`src/rtl/c5_fb_pkg.sv`:
```
// c5_fb_fetch shared types and constants.
// Fetch FSM state encoding, bus word size and timeout fill word.
package c5_fb_pkg;

    typedef enum logic [1:0] {
        IDLE = 2'd0,
        FILL = 2'd1,
        REQ  = 2'd2,
        ACK  = 2'd3
    } fb_state_t;

    localparam int unsigned WORD_BYTES   = 4;
    localparam logic [31:0] TIMEOUT_FILL = 32'h0;

endpackage

```
`src/rtl/c5_sync_pulse.sv`:
```
// Two-flop synchronizer followed by a registered rising-edge pulse.
// Edge on I_async to O_pulse high takes three I_clk cycles.
module c5_sync_pulse (
    input  logic I_clk,
    input  logic I_rst,
    input  logic I_async,
    output logic O_pulse
);

    logic r_meta;
    logic r_sync;
    logic r_prev;
    logic r_pulse;

    // resynchronize the async level and emit one pulse per rising edge
    always_ff @(posedge I_clk) begin
        if (I_rst) begin
            r_meta  <= 1'b0;
            r_sync  <= 1'b0;
            r_prev  <= 1'b0;
            r_pulse <= 1'b0;
        end else begin
            r_meta  <= I_async;
            r_sync  <= r_meta;
            r_prev  <= r_sync;
            r_pulse <= r_sync & ~r_prev;
        end
    end

    assign O_pulse = r_pulse;

endmodule

```
`src/rtl/c5_fb_fetch.sv`:
```
// Framebuffer fetch engine: bus master reading a frame into the display FIFO.
// Optional per-word bus watchdog enabled by C5_FB_FETCH_TIMEOUT_EN.
module c5_fb_fetch
    import c5_fb_pkg::*;
#(
    parameter int unsigned FRAME_WORDS = 307200,
    parameter int unsigned BURST_LEN   = 8,
    parameter int unsigned TIMEOUT     = 255
) (
    input  logic        I_clk,
    input  logic        I_rst,
    input  logic        I_enable,
    input  logic [31:0] I_base,
    input  logic        I_sync,
    output logic        O_cyc,
    output logic        O_stb,
    output logic [31:0] O_adr,
    input  logic        I_stall,
    input  logic        I_ack,
    input  logic [31:0] I_dat,
    output logic        O_write,
    output logic [31:0] O_data,
    input  logic        I_full,
    input  logic        I_half_full,
    output logic        O_busy,
    output logic        O_frame_done,
    output logic        O_err
);

    localparam int unsigned CW = $clog2(FRAME_WORDS + 1);
    localparam int unsigned BW = $clog2(BURST_LEN + 1);
    localparam logic [CW-1:0] LP_FRAME = CW'(FRAME_WORDS);
    localparam logic [CW-1:0] LP_BURST = CW'(BURST_LEN);

    fb_state_t     r_state;
    fb_state_t     w_state_nx;
    logic [31:0]   r_ptr;
    logic [31:0]   w_ptr_nx;
    logic [CW-1:0] r_word_cnt;
    logic [CW-1:0] w_cnt_nx;
    logic [BW-1:0] r_burst_cnt;
    logic [BW-1:0] w_burst_nx;
    logic          r_err;
    logic          w_err_nx;
    logic          r_abort;
    logic          w_abort_nx;

    logic          w_sync_p;
    logic          w_timeout;
    logic [31:0]   w_wr_dat;
    logic          w_ack_evt;
    logic          w_kill;
    logic          w_restart;
    logic          w_adv;
    logic          w_done;
    logic [CW-1:0] w_remain;
    logic [BW-1:0] w_burst_ld;

    c5_sync_pulse u_sync (
        .I_clk   (I_clk),
        .I_rst   (I_rst),
        .I_async (I_sync),
        .O_pulse (w_sync_p)
    );

`ifdef C5_FB_FETCH_TIMEOUT_EN
    logic       w_in_bus;
    logic [7:0] r_wdog;

    assign w_in_bus  = (r_state == REQ) || (r_state == ACK);
    assign w_timeout = w_in_bus && (r_wdog == 8'(TIMEOUT))
                     && !((r_state == ACK) && I_ack);
    assign w_wr_dat  = w_timeout ? TIMEOUT_FILL : I_dat;

    // per-word watchdog across the request and response phases
    always_ff @(posedge I_clk) begin
        if (I_rst || !w_in_bus || w_adv || w_restart) begin
            r_wdog <= 8'd0;
        end else begin
            r_wdog <= r_wdog + 8'd1;
        end
    end
`else
    logic w_unused_to;

    assign w_timeout   = 1'b0;
    assign w_wr_dat    = I_dat;
    assign w_unused_to = ^TIMEOUT;
`endif

    assign w_remain   = LP_FRAME - r_word_cnt;
    assign w_burst_ld = (w_remain < LP_BURST) ? BW'(w_remain)
                                              : BW'(BURST_LEN);

    // a word finishes on ack or watchdog expiry while waiting for data
    assign w_ack_evt = (r_state == ACK) && (I_ack || w_timeout);
    // pending or same-cycle frame sync voids the word in flight
    assign w_kill    = r_abort || w_sync_p;

    assign w_restart = ((r_state == IDLE) && w_sync_p && I_enable)
                     || ((r_state == FILL) && w_sync_p)
                     || ((r_state == REQ) && w_sync_p)
                     || (w_ack_evt && w_kill);

    assign w_adv = (w_ack_evt && !w_kill)
                 || ((r_state == REQ) && w_timeout && !w_sync_p);

    // next-state, counter and flag logic
    always_comb begin
        w_state_nx = r_state;
        w_ptr_nx   = r_ptr;
        w_cnt_nx   = r_word_cnt;
        w_burst_nx = r_burst_cnt;
        w_abort_nx = r_abort;
        w_err_nx   = r_err;
        w_done     = 1'b0;

        unique case (r_state)
            IDLE: begin
                w_state_nx = IDLE;
            end
            FILL: begin
                if (w_sync_p) begin
                    w_state_nx = FILL;
                end else if (!I_enable) begin
                    w_state_nx = IDLE;
                end else if (r_word_cnt == LP_FRAME) begin
                    w_done     = 1'b1;
                    w_state_nx = IDLE;
                end else if (!I_half_full) begin
                    w_burst_nx = w_burst_ld;
                    w_state_nx = REQ;
                end
            end
            REQ: begin
                if (!I_stall) begin
                    w_state_nx = ACK;
                end
            end
            ACK: begin
                if (w_sync_p) begin
                    w_abort_nx = 1'b1;
                end
            end
            default: begin
                w_state_nx = IDLE;
            end
        endcase

        if (w_adv) begin
            w_ptr_nx   = r_ptr + 32'(WORD_BYTES);
            w_cnt_nx   = r_word_cnt + CW'(1);
            w_burst_nx = r_burst_cnt - BW'(1);
            if (r_burst_cnt == BW'(1)) begin
                w_state_nx = FILL;
            end else if (!I_enable) begin
                w_state_nx = IDLE;
            end else begin
                w_state_nx = REQ;
            end
            if (I_full) begin
                w_err_nx = 1'b1;
            end
        end

        if (w_timeout) begin
            w_err_nx = 1'b1;
        end

        if (w_restart) begin
            w_ptr_nx   = I_base;
            w_cnt_nx   = '0;
            w_abort_nx = 1'b0;
            w_state_nx = FILL;
        end
    end

    // state and datapath registers
    always_ff @(posedge I_clk) begin
        if (I_rst) begin
            r_state     <= IDLE;
            r_ptr       <= '0;
            r_word_cnt  <= '0;
            r_burst_cnt <= '0;
            r_err       <= 1'b0;
            r_abort     <= 1'b0;
        end else begin
            r_state     <= w_state_nx;
            r_ptr       <= w_ptr_nx;
            r_word_cnt  <= w_cnt_nx;
            r_burst_cnt <= w_burst_nx;
            r_err       <= w_err_nx;
            r_abort     <= w_abort_nx;
        end
    end

    assign O_stb = !I_rst && (r_state == REQ) && !w_sync_p && !w_timeout;
    assign O_cyc = O_stb || (!I_rst && (r_state == ACK) && !w_timeout);
    assign O_adr = r_ptr;

    assign O_write      = !I_rst && w_adv && !I_full;
    assign O_data       = O_write ? w_wr_dat : 32'h0;
    assign O_busy       = (r_state != IDLE);
    assign O_frame_done = !I_rst && w_done;
    assign O_err        = r_err;

endmodule

```
`config.mk`:
```
export PLATFORM = sky130hd
export DESIGN_NAME = c5_fb_fetch
export DESIGN_NICKNAME = d
export VERILOG_FILES = /design/src/rtl/c5_fb_pkg.sv /design/src/rtl/c5_sync_pulse.sv /design/src/rtl/c5_fb_fetch.sv
export SDC_FILE = /design/constraint.sdc
export NUM_CORES = 1
export LEC_CHECK = 0
export ABC_AREA = 1
export CORE_MARGIN = 4
export CORE_UTILIZATION = 52
export DETAILED_ROUTE_END_ITERATION = 6
export GPL_TIMING_DRIVEN = 0
export PLACE_DENSITY = 0.84
export SKIP_LAST_GASP = 1
export SYNTH_ARGS = -nofsm -noshare
export SYNTH_HDL_FRONTEND = slang
export SYNTH_SLANG_ARGS = --single-unit
```
`constraint.sdc`:
```
create_clock -name I_clk -period 3.1 [get_ports I_clk]
set_input_delay 0.31 -clock I_clk [delete_from_list [all_inputs] [get_ports I_clk]]
set_output_delay 0.31 -clock I_clk [all_outputs]
set_load 0.01 [all_outputs]
```
Word level (Yosys, flattened, before mapping)
Index checks and enable logic that the tools add are counted.
Widths: inputs -> output; s select.

storage, ports and cells
  logic and storage cells = 89
  register bits = 63
  output and inout bits = 70
  input port bits = 72

operators by class
  add/sub/neg operators = 4
  bitwise gates (word level) = 2
  reductions and logical operators = 35
  mux-type cells = 24
  order comparisons = 1
  eq/ne operators = 12

operator list
  cell                    count
  $mux 32                 3
  $add 32x3->32 const B   1
  $mux 4                  7
  $add 19x1->19 const B   1
  $eq 19x19->1 const B    1
  $lt 19x4->1 const B     1
  $sub 19x19->19 const A  1
  $mux 2                  8
  $logic_and 1x1->1       13
  $reduce_bool 2->1       4
  $ne 7x5->1 const B      1
  $ne 6x4->1 const B      1
  $pmux 2 s3              1
  $reduce_and 3->1        2
  $logic_or 1x1->1        5
  $mux 1                  5
  $reduce_and 5->1        1
  $reduce_bool 5->1       1
  $eq 2x2->1 const B      2
  $eq 4x1->1 const B      1
  $logic_not 1->1         4
  $ne 2x2->1 const B      2
  $ne 4x4->1 const B      1
  $reduce_and 2->1        2
  other kinds (9)         9

Logic depth before layout (Yosys ltp)
  word-level depth = 9
  mapped depth = 16
  depth with buffers taken out = 16

Modules after synthesis
Synthesis repeated with hierarchy kept, for this count alone.

unflattened totals
  cell total of the unflattened synthesis = 731
  area, all modules = 4548.1 um2

by module, submodules not included
  module         times used  sequential area each (um2)  cells an instance  area an instance (um2)
  c5_fb_fetch    1           1181.1                      719                4433.0
  c5_sync_pulse  1           80.1                        12                 115.1

Worst setup path after synthesis
OpenSTA, ideal clock, no wires.

  path type = reg-to-output
  from = register r_state[1]
  to = output O_data[10]
  data required time = 2790 ps
  stages on the path, launching flop included = 7
  buffers on the path = 1
  data arrival time = 1618 ps
  setup slack = 1172 ps
  cells stage by stage = dfxtp_1 ha_1 nand3_4 nor3_1 inv_1 clkbuf_1 nor2_1

between the ends
  word-level cells in the longest chain between the ends = 6

ends and longest elaborated chain
  what                            RTL line            source
  from (decl)                     c5_fb_fetch.sv:35   fb_state_t r_state;
  from (signal assigned)          c5_fb_fetch.sv:188  r_state <= w_state_nx;
  $eq 2x2->1                      c5_fb_fetch.sv:96   assign w_ack_evt = (r_state == ACK) && (I_ack || w_timeout);
  $logic_and 1x1->1               c5_fb_fetch.sv:96
  $logic_and 1x1->1               c5_fb_fetch.sv:105  assign w_adv = (w_ack_evt && !w_kill)
  $logic_and 1x1->1 (2 in a row)  c5_fb_fetch.sv:201  assign O_write = !I_rst && w_adv && !I_full;
  named net O_write               c5_fb_fetch.sv:21   output logic O_write,
  $mux 32                         c5_fb_fetch.sv:202  assign O_data = O_write ? w_wr_dat : 32'h0;
  to (decl)                       c5_fb_fetch.sv:22   output logic [31:0] O_data,

The timed path passes the listed nets, and every way through them passes these cells.

Final worst setup path
  from = register r_word_cnt[0]
  to = output O_frame_done

between the ends
  word-level cells in the longest chain between the ends = 6

ends and longest elaborated chain
  what                    RTL line            source
  from (decl)             c5_fb_fetch.sv:39   logic [CW-1:0] r_word_cnt;
  from (signal assigned)  c5_fb_fetch.sv:190  r_word_cnt <= w_cnt_nx;
  $eq 19x19->1            c5_fb_fetch.sv:127  end else if (r_word_cnt == LP_FRAME) begin
  $mux 1                  c5_fb_fetch.sv:127
  $mux 1                  c5_fb_fetch.sv:125  end else if (!I_enable) begin
  $mux 1                  c5_fb_fetch.sv:123  if (w_sync_p) begin
  $mux 1                  c5_fb_fetch.sv:118  unique case (r_state)
  $logic_and 1x1->1       c5_fb_fetch.sv:204  assign O_frame_done = !I_rst && w_done;
  to (decl)               c5_fb_fetch.sv:26   output logic O_frame_done,

Every way passes these cells.

==> summary.md <==
| Metric | Value |
|---|---|
| Largest net degree at the start of global routing | 11 |
| Clk sink count | 63 |
| Critical path arrival | 2.58 ns |
| Reg2reg end | r_word_cnt[18]$_SDFFE_PP0P_ |
| Min-delay src | u_sync.r_prev$_SDFF_PP0_ |
| Critical-path cell list | inv_1, ha_1, nand3_4, nor2_8, nand2_2, nor2_1, nand3_1, nor3_1, clkdlybuf4s50_1 |
| Status | completed |
| Gr usage total | 28.4% |
| Die Wd | 103 µm |
| Total power divided by cell area | 343 mW/mm² |
| Setup Skew | 0.00828 ns |
| Non-filler instance count after layout | 1,022 |
| Setup crit start kind | flop |
| Antenna cells | 0 |
| CP top delay family | simple AND/OR/NAND/NOR gates |
| Hold buffers post-CTS | 0 |
| DR pass1 iterations | 7 |
| Lkg Pwr | 2.77 nW |
| Final setup viols | 0 |
| Post-synth top flop | dfxtp_1 |
| Reg2Reg Setup Slack | 0.72 ns |
| Root Buffer | clkbuf_8 |
| Area delta synth->final | 38.1% |
| Slew Limit Fails | 0 |
| Initial Util | 53.6% |
| EDFF count, synth | 0 |
| Max Cap Viol | 0 |
| Port Buf Inserts | 140 |
| Largest stage delay on the critical path | 0.59 ns |
| Ports | 142 |
| Core Util, Final | 74.0% |
| Clock transition at the registers of the reported paths | 0.07 ns |
| Worst skew pair latency | 0.35 ns |
| CTS H-tree depth | 3 |
| Critical Path Fanout Max | 7 |
| Unique masters post-synth | 48 |
| Hold Fails Final Rpt | 0 |
| Most common cell after layout, fill and taps aside | nand2_1 |
| YS warnings | 0 |
| Rows | 34 |
| Tmin final | 2.89 ns |
| Seq/Total Area, Yosys | 27.0% |
| Critical path class | reg2out |
| TritonCTS buffer count | 9 |
| Share of cells above drive strength 1 | 8.32% |
| Initial antenna violation count | 0 |
| Cell area after layout | 0.00645 mm² |
| Core Region | 0.00872 mm² |
| WHS Path Cells | 1 |
| Period utilization | 93.2% |
| Yosys reg bits | 63 |
| DR iter-0 viols | 402 |
| Syn Std Cell Area | 0.00467 mm² |
| Mean number of vias per cell | 5.58 |
| First-pass GRT wire length | 24.2 mm |
| Peak supply drop | 0.000295 V |
| Vias after detailed routing | 5,698 |
| Placed cell areas | 0.00621 mm² |
| Final Power | 2.21 mW |
| Slew Limit Headroom | 58.1% |
| Critical-path cell with the highest stage delay | clkdlybuf4s50_1 |
| Number of global-route vias before repair | 5,416 |
| R2R cell count | 12 |
| RSZ-0062 raised after global routing | false |
| Inst Count DP | 1,006 |
| HPWL after DPL | 11.7 mm |
| WL/cell | 15.1 µm |
| RR Startpoint | r_state[0]$_SDFFE_PP0P_ |
| Syn_area_per_cell | 6.17 µm² |
| Final Wtd Congestion | 0.988 |
| WHS Endpoint | u_sync.O_pulse$_SDFF_PP0_ |
| Synthesized instance count | 758 |
| TNS Setup | 0 ns |
| WP buf/inv | 2 |
| GRT overflow | 0 |
| Worst path required time | 2.79 ns |
| Syn nets | 840 |
| Peak Freq | 0.346 GHz |
| Worst slew pin tran | 0.628 ns |
| WL final | 15.4 mm |
| HP Class | reg2reg |
| Full die area | 0.0106 mm² |
| # DRC | 0 |
| CP Capture Type | output pin |
| Post-synth ARST share | 0% |
| CTS tree | yes |
| Final #Nets | 991 |
| Post-route ant nets | 0 |
| Most frequent cells in the layout | nand2_1, clkdlybuf4s50_1, inv_1 |
| Die Y | 103 µm |
| Clock Tree Buf Depth | 2 |
[routing by layer]
layer	GRT usage, %	wire (µm)	vias to the layer above
li1	-	-	2737
met1	34.2	5990	2559
met2	47.6	7140	337
met3	7.37	1750	65
met4	12.5	500	0
met5	0	0	-
[per-stage QoR]
step	hold WS, ns	worst slack, ns
CTS	0.389	0.126
global route	0.412	0.0667
detailed placement	0.380	0.343
finish	0.388	0.210
floorplan	0.373	1.17
global placement	0.378	0.473
[registers in the layout (all words and copies together), names as in the netlist]
name            cells
r_state             2
u_sync.r_sync       1
u_sync.r_prev       1
O_err               1
u_sync.O_pulse      1
r_burst_cnt         4
r_abort             1
O_adr              32
u_sync.r_meta       1
r_word_cnt         19
[cell families after synthesis]
| kind of cell | count (synthesis) | share of synthesized area (%) |
|---|---|---|
| flops | 63 | 27.0 |
| simple gates | 409 | 41.3 |
| compound gates | 113 | 14.4 |
| buf+inv | 152 | 12.6 |
| fa+ha+maj | 10 | 2.68 |
| xor+xnor | 11 | 2.06 |
[where the power goes]
group / switching (mW) / leakage (nW) / internal (mW)
combinational: 0.247 / 2.14 / 0.216
clock: 0.342 / 0.118 / 0.558
sequential: 0.0205 / 0.508 / 0.829
[what timing repair did]
item | 4_1_cts | 5_1_grt
setup buffers | 0 | 0
gates resized for setup | 0 | 1
setup endpoints to repair | 0 | 23
[synth_stat cells (3+ instances only)]
master | number | area share (%)
a31oi_1 | 4 | 0.54
a211oi_1 | 3 | 0.48
nor2_1 | 114 | 9.2
dfxtp_1 | 63 | 27
ha_1 | 10 | 2.7
nand2_1 | 158 | 13
buf_2 | 7 | 0.75
nor3_2 | 7 | 1.5
nor4_1 | 3 | 0.40
nor2_4 | 7 | 1.7
clkbuf_1 | 14 | 1.1
or2_2 | 3 | 0.40
o22ai_1 | 3 | 0.40
o21ai_0 | 34 | 3.6
a221oi_1 | 4 | 0.75
o211ai_1 | 10 | 1.6
inv_1 | 117 | 9.4
inv_2 | 7 | 0.56
xor2_1 | 10 | 1.9
nor3b_1 | 3 | 0.48
a21oi_1 | 38 | 4.1
nand2_2 | 11 | 1.5
nor2_2 | 7 | 0.94
nor3_1 | 13 | 1.4
nand4_1 | 13 | 1.7
a22oi_1 | 3 | 0.48
nand3_1 | 57 | 6.1
nand3_2 | 4 | 0.86
[worst max path at each step]
stage                                           from  cells after the start           end
final                     r_word_cnt[0]$_SDFFE_PP0P_                      9  O_frame_done
after global routing      r_word_cnt[0]$_SDFFE_PP0P_                      9  O_frame_done
after CTS                    r_state[1]$_SDFFE_PP0P_                      7    O_data[29]
after detailed placement                       I_ack                      7    O_data[29]
after global placement                         I_ack                      7    O_data[29]
after floorplan              r_state[1]$_SDFFE_PP0P_                      6    O_data[10]
[layout make-up]
| class | instances | area [µm²] |
|---|---|---|
| buffer | 24 | 106 |
| clock buffer | 13 | 149 |
| clock inverter | 3 | 90.1 |
| fill | 679 | 2270 |
| inverter | 128 | 484 |
| multi-input combinational | 543 | 2830 |
| sequential | 63 | 1260 |
| tap | 108 | 135 |
| timing repair buffer | 140 | 1400 |
Power figures use the tool's default switching activity.
